==> config.mk <==
export PLATFORM = sky130hd
export DESIGN_NAME = spi_reg_slave
export DESIGN_NICKNAME = d
export VERILOG_FILES = /design/src/rtl/spi_reg_slave.sv
export SDC_FILE = /design/constraint.sdc
export NUM_CORES = 1
export LEC_CHECK = 0
export ABC_CLOCK_PERIOD_IN_PS = 2870
export CORE_ASPECT_RATIO = 0.8
export CORE_MARGIN = 3
export CORE_UTILIZATION = 35
export CTS_BUF_LIST = sky130_fd_sc_hd__clkbuf_4
export DETAILED_ROUTE_END_ITERATION = 8
export GPL_ROUTABILITY_DRIVEN = 1
export PLACE_DENSITY_LB_ADDON = 0.3
export SYNTH_ARGS = -nofsm -noshare
export SYNTH_HDL_FRONTEND = slang
export SYNTH_SLANG_ARGS = --single-unit
export TNS_END_PERCENT = 10
==> constraint.sdc <==
create_clock -name clk -period 2.87 [get_ports clk]
set_input_delay 0.574 -clock clk [delete_from_list [all_inputs] [get_ports clk]]
set_output_delay 0.574 -clock clk [all_outputs]
set_load 0.005 [all_outputs]
==> src/rtl/spi_reg_slave.sv <==
// ---------------------------------------------------------------------------
// spi_reg_slave
//
// SPI mode-0 slave. It decodes serial frames into single-cycle accesses on a
// register bank. A frame is sent MSB first and holds 1 command bit
// (1 = write, 0 = read), then ADDR_W address bits, then DATA_W data bits.
//
// Ports:
//   clk        system clock
//   rst_n      asynchronous active-low reset
//   sclk       SPI serial clock, asynchronous to clk
//   ss_n       SPI slave select, active-low, asynchronous
//   mosi       SPI serial data in, sampled on sclk rise
//   miso       SPI serial data out, updated on sclk fall
//   reg_wr     bank write strobe, high for one clk cycle
//   reg_addr   bank address, held between frames
//   reg_wdata  bank write data
//   reg_rdata  bank read data, combinational from reg_addr
//   busy       high while a frame is in progress
//   frame_err  one-cycle pulse when a frame is aborted
//
// Build option:
//   SPI_REG_BURST_EN - when defined, data words continue after the first one
//                      and reg_addr auto-increments between words. When it is
//                      not defined, bits after the first data word are ignored.
// ---------------------------------------------------------------------------
module spi_reg_slave #(
   parameter int ADDR_W = 7,
   parameter int DATA_W = 8
) (
   input  logic              clk,
   input  logic              rst_n,
   input  logic              sclk,
   input  logic              ss_n,
   input  logic              mosi,
   output logic              miso,
   output logic              reg_wr,
   output logic [ADDR_W-1:0] reg_addr,
   output logic [DATA_W-1:0] reg_wdata,
   input  logic [DATA_W-1:0] reg_rdata,
   output logic              busy,
   output logic              frame_err
);

   localparam int MAX_W = (ADDR_W > DATA_W) ? ADDR_W : DATA_W;
   localparam int CNT_W = $clog2(MAX_W + 1);
   localparam logic [CNT_W-1:0] ADDR_LAST = CNT_W'(ADDR_W - 1);
   localparam logic [CNT_W-1:0] DATA_LAST = CNT_W'(DATA_W - 1);

   typedef enum logic [2:0] {
      ST_IDLE = 3'd0,
      ST_CMD  = 3'd1,
      ST_ADDR = 3'd2,
      ST_DATA = 3'd3,
      ST_DONE = 3'd4
   } state_e;

   // Synchronizer chains; stage 3 exists only for edge detection.
   logic sclk_s1_q, sclk_s2_q, sclk_s3_q;
   logic ss_s1_q, ss_s2_q, ss_s3_q;
   logic mosi_s1_q, mosi_s2_q;

   logic sclk_rise, sclk_fall, ss_fall, ss_rise;

   state_e            state_q, state_d;
   logic [CNT_W-1:0]  cnt_q, cnt_d;
   logic              cmd_q, cmd_d;
   logic [ADDR_W-1:0] addr_sh_q, addr_sh_d;
   logic [DATA_W-1:0] data_sh_q, data_sh_d;
   logic [DATA_W-1:0] tx_q, tx_d;
   logic              miso_q, miso_d;
   logic [ADDR_W-1:0] reg_addr_q, reg_addr_d;
   logic [DATA_W-1:0] reg_wdata_q, reg_wdata_d;
   logic              reg_wr_q, reg_wr_d;
   logic              frame_err_q, frame_err_d;
   logic              busy_q, busy_d;
   logic              ld_tx_q, ld_tx_d;   // load tx from reg_rdata next cycle
   logic              inc_q, inc_d;       // burst: bump reg_addr after a word
   logic              word_q, word_d;     // burst: at least one word finished
   logic              complete;           // final data bit arrives this cycle

   // Bring the asynchronous SPI pins into the clk domain.
   always_ff @(posedge clk or negedge rst_n) begin
      if (!rst_n) begin
         sclk_s1_q <= 1'b0;
         sclk_s2_q <= 1'b0;
         sclk_s3_q <= 1'b0;
         ss_s1_q   <= 1'b0;
         ss_s2_q   <= 1'b0;
         ss_s3_q   <= 1'b0;
         mosi_s1_q <= 1'b0;
         mosi_s2_q <= 1'b0;
      end else begin
         sclk_s1_q <= sclk;
         sclk_s2_q <= sclk_s1_q;
         sclk_s3_q <= sclk_s2_q;
         ss_s1_q   <= ss_n;
         ss_s2_q   <= ss_s1_q;
         ss_s3_q   <= ss_s2_q;
         mosi_s1_q <= mosi;
         mosi_s2_q <= mosi_s1_q;
      end
   end

   // The ss chain clears to 0. If ss_n is already low when reset is released,
   // no falling edge is seen, so the block waits for a fresh select.
   assign sclk_rise = sclk_s2_q & ~sclk_s3_q;
   assign sclk_fall = ~sclk_s2_q & sclk_s3_q;
   assign ss_fall   = ~ss_s2_q & ss_s3_q;
   assign ss_rise   = ss_s2_q & ~ss_s3_q;

   // Frame decoder: next-state and output logic.
   always_comb begin
      state_d     = state_q;
      cnt_d       = cnt_q;
      cmd_d       = cmd_q;
      addr_sh_d   = addr_sh_q;
      data_sh_d   = data_sh_q;
      tx_d        = tx_q;
      miso_d      = miso_q;
      reg_addr_d  = reg_addr_q;
      reg_wdata_d = reg_wdata_q;
      reg_wr_d    = 1'b0;
      frame_err_d = 1'b0;
      ld_tx_d     = 1'b0;
      inc_d       = 1'b0;
      word_d      = word_q;
      complete    = 1'b0;

      // Actions deferred by one cycle, so the write strobe still sees the old
      // address and the bank has settled before tx samples it.
      if (inc_q) begin
         reg_addr_d = reg_addr_q + ADDR_W'(1);
         ld_tx_d    = ~cmd_q;
      end else begin
         reg_addr_d = reg_addr_q;
      end
      if (ld_tx_q) begin
         tx_d = reg_rdata;
      end else begin
         tx_d = tx_q;
      end

      case (state_q)
         ST_IDLE: begin
            miso_d = 1'b0;
            if (ss_fall) begin
               state_d = ST_CMD;
               cnt_d   = '0;
               word_d  = 1'b0;
            end else begin
               state_d = ST_IDLE;
            end
         end
         ST_CMD: begin
            if (sclk_rise) begin
               cmd_d   = mosi_s2_q;
               cnt_d   = '0;
               state_d = ST_ADDR;
            end else begin
               state_d = ST_CMD;
            end
         end
         ST_ADDR: begin
            if (sclk_rise) begin
               addr_sh_d = {addr_sh_q[ADDR_W-2:0], mosi_s2_q};
               if (cnt_q == ADDR_LAST) begin
                  reg_addr_d = addr_sh_d;
                  ld_tx_d    = ~cmd_q;
                  cnt_d      = '0;
                  state_d    = ST_DATA;
               end else begin
                  cnt_d = cnt_q + CNT_W'(1);
               end
            end else begin
               state_d = ST_ADDR;
            end
         end
         ST_DATA: begin
            if (sclk_fall) begin
               if (!cmd_q) begin
                  miso_d = tx_q[DATA_W-1];
                  tx_d   = {tx_q[DATA_W-2:0], 1'b0};
               end else begin
                  miso_d = 1'b0;
               end
            end else begin
               miso_d = miso_q;
            end
            if (sclk_rise) begin
               data_sh_d = {data_sh_q[DATA_W-2:0], mosi_s2_q};
               if (cnt_q == DATA_LAST) begin
                  complete = 1'b1;
                  cnt_d    = '0;
                  if (cmd_q) begin
                     reg_wdata_d = data_sh_d;
                     reg_wr_d    = 1'b1;
                  end else begin
                     reg_wdata_d = reg_wdata_q;
                  end
`ifdef SPI_REG_BURST_EN
                  inc_d   = 1'b1;
                  word_d  = 1'b1;
                  state_d = ST_DATA;
`else
                  miso_d  = 1'b0;
                  state_d = ST_DONE;
`endif
               end else begin
                  cnt_d = cnt_q + CNT_W'(1);
               end
            end else begin
               state_d = ST_DATA;
            end
         end
         ST_DONE: begin
            miso_d = 1'b0;
            if (ss_s2_q) begin
               state_d = ST_IDLE;
            end else begin
               state_d = ST_DONE;
            end
         end
         default: begin
            miso_d  = 1'b0;
            state_d = ST_IDLE;
         end
      endcase

      // Deselect while a frame is open. A frame whose last bit lands in the
      // same cycle still counts as complete, and in burst mode a partial
      // trailing word after a finished one is dropped silently.
      if (ss_rise && (state_q == ST_CMD || state_q == ST_ADDR || state_q == ST_DATA)) begin
         state_d = ST_IDLE;
         miso_d  = 1'b0;
         if (!complete && !word_q) begin
            frame_err_d = 1'b1;
         end else begin
            frame_err_d = 1'b0;
         end
      end else begin
         frame_err_d = 1'b0;
      end

      busy_d = (state_d != ST_IDLE);
   end

   // State and output registers.
   always_ff @(posedge clk or negedge rst_n) begin
      if (!rst_n) begin
         state_q     <= ST_IDLE;
         cnt_q       <= '0;
         cmd_q       <= 1'b0;
         addr_sh_q   <= '0;
         data_sh_q   <= '0;
         tx_q        <= '0;
         miso_q      <= 1'b0;
         reg_addr_q  <= '0;
         reg_wdata_q <= '0;
         reg_wr_q    <= 1'b0;
         frame_err_q <= 1'b0;
         busy_q      <= 1'b0;
         ld_tx_q     <= 1'b0;
         inc_q       <= 1'b0;
         word_q      <= 1'b0;
      end else begin
         state_q     <= state_d;
         cnt_q       <= cnt_d;
         cmd_q       <= cmd_d;
         addr_sh_q   <= addr_sh_d;
         data_sh_q   <= data_sh_d;
         tx_q        <= tx_d;
         miso_q      <= miso_d;
         reg_addr_q  <= reg_addr_d;
         reg_wdata_q <= reg_wdata_d;
         reg_wr_q    <= reg_wr_d;
         frame_err_q <= frame_err_d;
         busy_q      <= busy_d;
         ld_tx_q     <= ld_tx_d;
         inc_q       <= inc_d;
         word_q      <= word_d;
      end
   end

   assign miso      = miso_q;
   assign reg_wr    = reg_wr_q;
   assign reg_addr  = reg_addr_q;
   assign reg_wdata = reg_wdata_q;
   assign busy      = busy_q;
   assign frame_err = frame_err_q;

endmodule

### Yosys cells after proc, flatten, opt, wreduce, memory -nomap -nowiden

Index checks and enable logic that the tools add are counted.

| storage, ports and cells | value |
|---|---|
| word-level logic and storage cells | 96 |
| output and inout port bits | 19 |
| register bits | 57 |
| input port bits | 13 |

| cells by class | value |
|---|---|
| muxes and demuxes | 41 |
| equality and inequality tests | 11 |
| reductions and logical operators | 13 |
| add/subtract/negate cells | 1 |
| bitwise operators | 9 |

Operators with widths:

| operator | count |
|---|---|
| $mux W8 | 4 |
| $mux W4 | 6 |
| $mux W7 | 3 |
| $mux W1 | 18 |
| $mux W3 | 6 |
| $pmux W4 S4 | 1 |
| $pmux W3 S5 | 1 |
| $eq A4 B3 Y1 const B | 2 |
| $ne A2 B2 Y1 const B | 4 |
| $eq A3 B2 Y1 const B | 2 |
| $reduce_and A2 Y1 | 3 |
| $not A1 Y1 | 5 |
| $reduce_and A5 Y1 | 1 |
| $add A4 B1 Y4 const B | 1 |
| $and A1 B1 Y1 | 4 |
| $reduce_and A4 Y1 | 1 |
| $reduce_bool A4 Y1 | 1 |
| $eq A3 B1 Y1 const B | 1 |
| $eq A3 B3 Y1 const B | 1 |
| $logic_not A3 Y1 | 1 |
| $reduce_and A3 Y1 | 1 |
| $reduce_bool A3 Y1 | 1 |
| $logic_or A1 B1 Y1 | 2 |
| $mux W2 | 1 |
| 4 further kinds | 4 |

### Longest topological paths before layout

| logic depth | value |
|---|---|
| depth after elaboration | 7 |
| gate-level depth with buffers | 6 |

### Least setup slack after synthesis

Ideal clock, no wire load.

| path | value |
|---|---|
| path type | register to register |
| start point | register cnt_q[0] |
| end point | register cnt_q[3] |
| required time | 2.790 ns |
| data arrival time | 1.643 ns |
| setup time | 0.080 ns |
| path slack | 1.147 ns |
| stages on the path, launching flop included | 6 |
| cells stage by stage | dfrtp_1 > ha_1 > and3b_1 > a211oi_1 > or3b_4 > o211ai_2 |

| between the ends | value |
|---|---|
| cells in the longest elaborated chain, start to end | 4 |
| elaborated cells on any way between the ends | 8 |

RTL lines:

| item | line | RTL |
|---|---|---|
| from (decl) | 66 | `logic [CNT_W-1:0] cnt_q, cnt_d;` |
| from (signal assigned) | 268 | `cnt_q <= cnt_d;` |
| $add A4 B1 Y4 (tied with other cells) | 173, 210 |  |
| $mux W4, on equally long branches | 192, 167 |  |
| $mux W4, on equally long branches | 190, 165 |  |
| $pmux W4 S4 * | 144 | `case (state_q)` |

Mark *: on every way between the ends. The rest lies on a longest branch, timed or not. The select of a mux whose other input is x is not followed.
A chain may end at the register's enable or synchronous reset.

### Final worst setup path

| path | value |
|---|---|
| start point | register state_q[0] |
| end point | register reg_wdata_q[6], in the netlist reg_wdata[6] |

| between the ends | value |
|---|---|
| cells in the longest elaborated chain, start to end | 2 |

RTL lines:

| item | line | RTL |
|---|---|---|
| from (decl) | 65 | `state_e state_q, state_d;` |
| from (signal assigned) | 267 | `state_q <= state_d;` |
| $eq A3 B2 Y1 | 144 |  |
| $reduce_and A4 Y1 (no line) | -- |  |
| to (signal assigned) | 275 | `reg_wdata_q <= reg_wdata_d;` |
| to (decl) | 73 | `logic [DATA_W-1:0] reg_wdata_q, reg_wdata_d;` |

Every way passes these cells.

==> results.json <==
{
  "nNetsFinal": 235,
  "crit_chain": "inv_1 > nor3_2 > nand2_1 > mux2_2",
  "grt_pass1_wl_mm": 7.47,
  "power_density_mw_per_mm2": 637,
  "syn_avg_cell_area_sq_um": 13.1,
  "io_pins": 32,
  "cts_setup_buffers": 0,
  "viasPerCell": 5.00,
  "antenna_left": 0,
  "max_clock_freq_mhz": 498,
  "dp_cells": 293,
  "hold_violations": 0,
  "dp_hpwl_mm": 2.86,
  "cts_hold_buf": 0,
  "globalRouteMet3Util": 0.0547,
  "dieArea_sq_mm": 0.00794,
  "maxSlewHeadroom": 0.562,
  "rows": 26,
  "synthDistinctLibCells": 41,
  "initial_core_util": 0.369,
  "postLayoutCellArea_sq_mm": 0.00295,
  "min_period_ps": 2010,
  "fp.dieH_um": 80.3,
  "worst_setup_hold_path_clk_slew_ps": 100,
  "r2r.worst_path.cells": 4,
  "min_path_type": "primary input to async pin",
  "num_vias": 1546,
  "tightest_slew_ps": 657,
  "clock_path_buffers": 2,
  "grt_max_degree": 30,
  "synth_fp_nets": 199,
  "antenna_cells": 0,
  "post-place-ws_ps": 872,
  "grt_usage": 0.123,
  "worstPathArrival_ps": 2290,
  "start_kind": "register",
  "ir_drop_mv": 0.341,
  "synth_area_sq_mm": 0.00241,
  "synth_edf_count": 0,
  "rsz0062_at_grt": "false",
  "post_cts_resized": 0,
  "dpl_cell_area_sq_mm": 0.00281,
  "fp.coreArea_sq_mm": 0.00654,
  "final-instance-count-excl-fill": 309,
  "skew_ps": 10.6,
  "wire_per_inst_um": 14.2,
  "synthArstFlopShare": 1.00,
  "tritoncts": "yes",
  "critPathSlowestCell": "dfrtp_1",
  "worst_slack_ps": 860,
  "p_leak_nw": 1.27,
  "ys_ff_latch": 57,
  "first_pass_iters": 4,
  "grtUsageMet2": 0.157,
  "slowest_delay_ps": 760,
  "worstSetupStartpoint": "state_q[0]$_DFF_PN0_",
  "cts_root_buffer": "clkbuf_4",
  "cts_num_sinks": 57,
  "status": "finished clean",
  "tns_ps": 0,
  "yosysSeqAreaShare": 0.591,
  "r2r-start": "state_q[0]$_DFF_PN0_",
  "antenna_found_initial": 0,
  "routed_wl_mm": 4.39,
  "cap_violations": 0,
  "top_usage_layer": "met1",
  "grt_pass1_vias": 1520,
  "cp-end-kind": "register",
  "drc": 0,
  "use_met1": 0.177,
  "drive_above_1_share": 0.249,
  "areaGrowthSynthToFinish_pct": 22.2,
  "yosysWarnings": 0,
  "fp.dieW_um": 98.9,
  "worstPathMaxFanout": 18,
  "cts_buffers": 9,
  "grt_overflow": 0,
  "syn_inst": 184,
  "r2r_slack_ps": 860,
  "setup_viol": 0,
  "cts.htree.levels": 3,
  "clk_latency_ps": 400,
  "timing.hold.ws_ps": 194,
  "slew_viol_final": 0,
  "required_ps": 3150,
  "min_period_over_period": 0.700,
  "drtIter0Drc": 57,
  "synthFlopType": "dfrtp_1",
  "critPathKind": "register to register",
  "portBuffers": 31,
  "place_congestion": 0.723,
  "worstReg2RegEnd": "reg_wdata[6]$_DFFE_PN0P_"
}
## area by class of cell
type                       count  area, sq um
clock buffer                  11         82.6
clock inverter                 5         56.3
fill                         605         3590
inverter                       4         15.0
multi-input combinational    116          940
sequential                    57         1430
tap                           84          105
timing repair buffer          32          325
## routing by layer
metal  share of wire  up-vias
met5               0        -
met4           0.013        0
met3           0.066        7
met2            0.39       44
met1            0.53      755
li1                -      740
## flip-flops by register name, summed over array words and instances, names as in the netlist, 3 cells and up
| register | cells |
|---|---|
| addr_sh_q | 6 |
| cnt_q | 4 |
| data_sh_q | 7 |
| reg_addr | 7 |
| state_q | 3 |
| tx_q | 8 |
| reg_wdata | 8 |
## cell families (layout without fill, tap and decap cells)
kind of cell    count (synthesis)  after routing  share of synthesized area
compound gates                 29             29                     0.0746
xor+xnor                        1              1                    0.00363
fa+ha+maj                       2              2                     0.0104
buf+inv                        11             52                     0.0202
flops                          57             57                      0.591
mux                            37             37                      0.168
simple gates                   47             47                      0.132
## synth_stat cells, types with 2 or more instances
cell type,number,area (sq um)
and3b_1,2,17.5
nor4_1,2,12.5
clkbuf_1,3,11.3
mux2i_1,8,80.1
buf_2,3,15.0
o21ai_1,2,10.0
a211oi_1,2,15.0
nor3b_1,2,15.0
nor2_1,12,45.0
inv_1,4,15.0
nor2b_1,3,18.8
nand2_1,2,7.51
or2_2,2,12.5
nand2b_1,3,18.8
nor3_2,2,20.0
o21ai_0,6,30.0
nand3b_1,2,15.0
nor3_1,3,15.0
o211ai_1,2,15.0
ha_1,2,25.0
a21oi_1,10,50.1
dfrtp_1,57,1430
mux2_2,29,327
nand3_1,4,20.0
## cell usage in the layout, fill, tap and decap left out, types with 2 or more instances in the layout
| cell type | instances |
|---|---|
| nor2_1 | 12 |
| clkinv_2 | 2 |
| nand3b_1 | 2 |
| clkbuf_4 | 11 |
| o21ai_0 | 6 |
| a211oi_1 | 2 |
| nor3b_1 | 2 |
| dfrtp_1 | 57 |
| or2_2 | 2 |
| nand2b_1 | 3 |
| nor2b_1 | 3 |
| mux2_2 | 29 |
| nor4_1 | 2 |
| clkdlybuf4s50_1 | 30 |
| nor3_2 | 2 |
| and3b_1 | 2 |
| o211ai_1 | 2 |
| inv_1 | 4 |
| nand3_1 | 4 |
| a21oi_1 | 10 |
| nor3_1 | 3 |
| mux2i_1 | 8 |
| ha_1 | 2 |
| nand2_1 | 2 |
| o21ai_1 | 2 |
## stage by stage
stage,power (mW),util
2_1_floorplan,1.22,-
3_3_place_gp,1.31,0.430
3_5_place_dp,1.32,0.430
4_1_cts,1.91,0.451
5_1_grt,2.01,0.451
6_report,1.88,0.451
## report_power, final
part           switching (mW)  leakage (nW)  total [mW]  internal, mW
registers               0.123         0.731        1.02         0.900
logic                   0.125         0.464       0.276         0.151
clock network           0.296        0.0768       0.579         0.284
total                   0.544          1.27        1.88          1.34
## worst max-delay path: cells and delay by family, from the launching register on
kind | cells | cell delay, ps
DFF | 1 | 760
and+or+nand+nor | 2 | 600
muxes | 1 | 360
buffers and inverters | 1 | 190
## worst max path at each step
stage / to / slack [ps] / cells after the start
floorplan: cnt_q[3]$_DFFE_PN0P_ / 1150 / 5
global placement: reg_wdata[3]$_DFFE_PN0P_ / 910 / 4
detailed placement: reg_wdata[1]$_DFFE_PN0P_ / 870 / 4
CTS: reg_wdata[7]$_DFFE_PN0P_ / 860 / 4
global route: reg_wdata[6]$_DFFE_PN0P_ / 730 / 4
finish: reg_wdata[6]$_DFFE_PN0P_ / 860 / 4
Power figures use the tool's default switching activity.
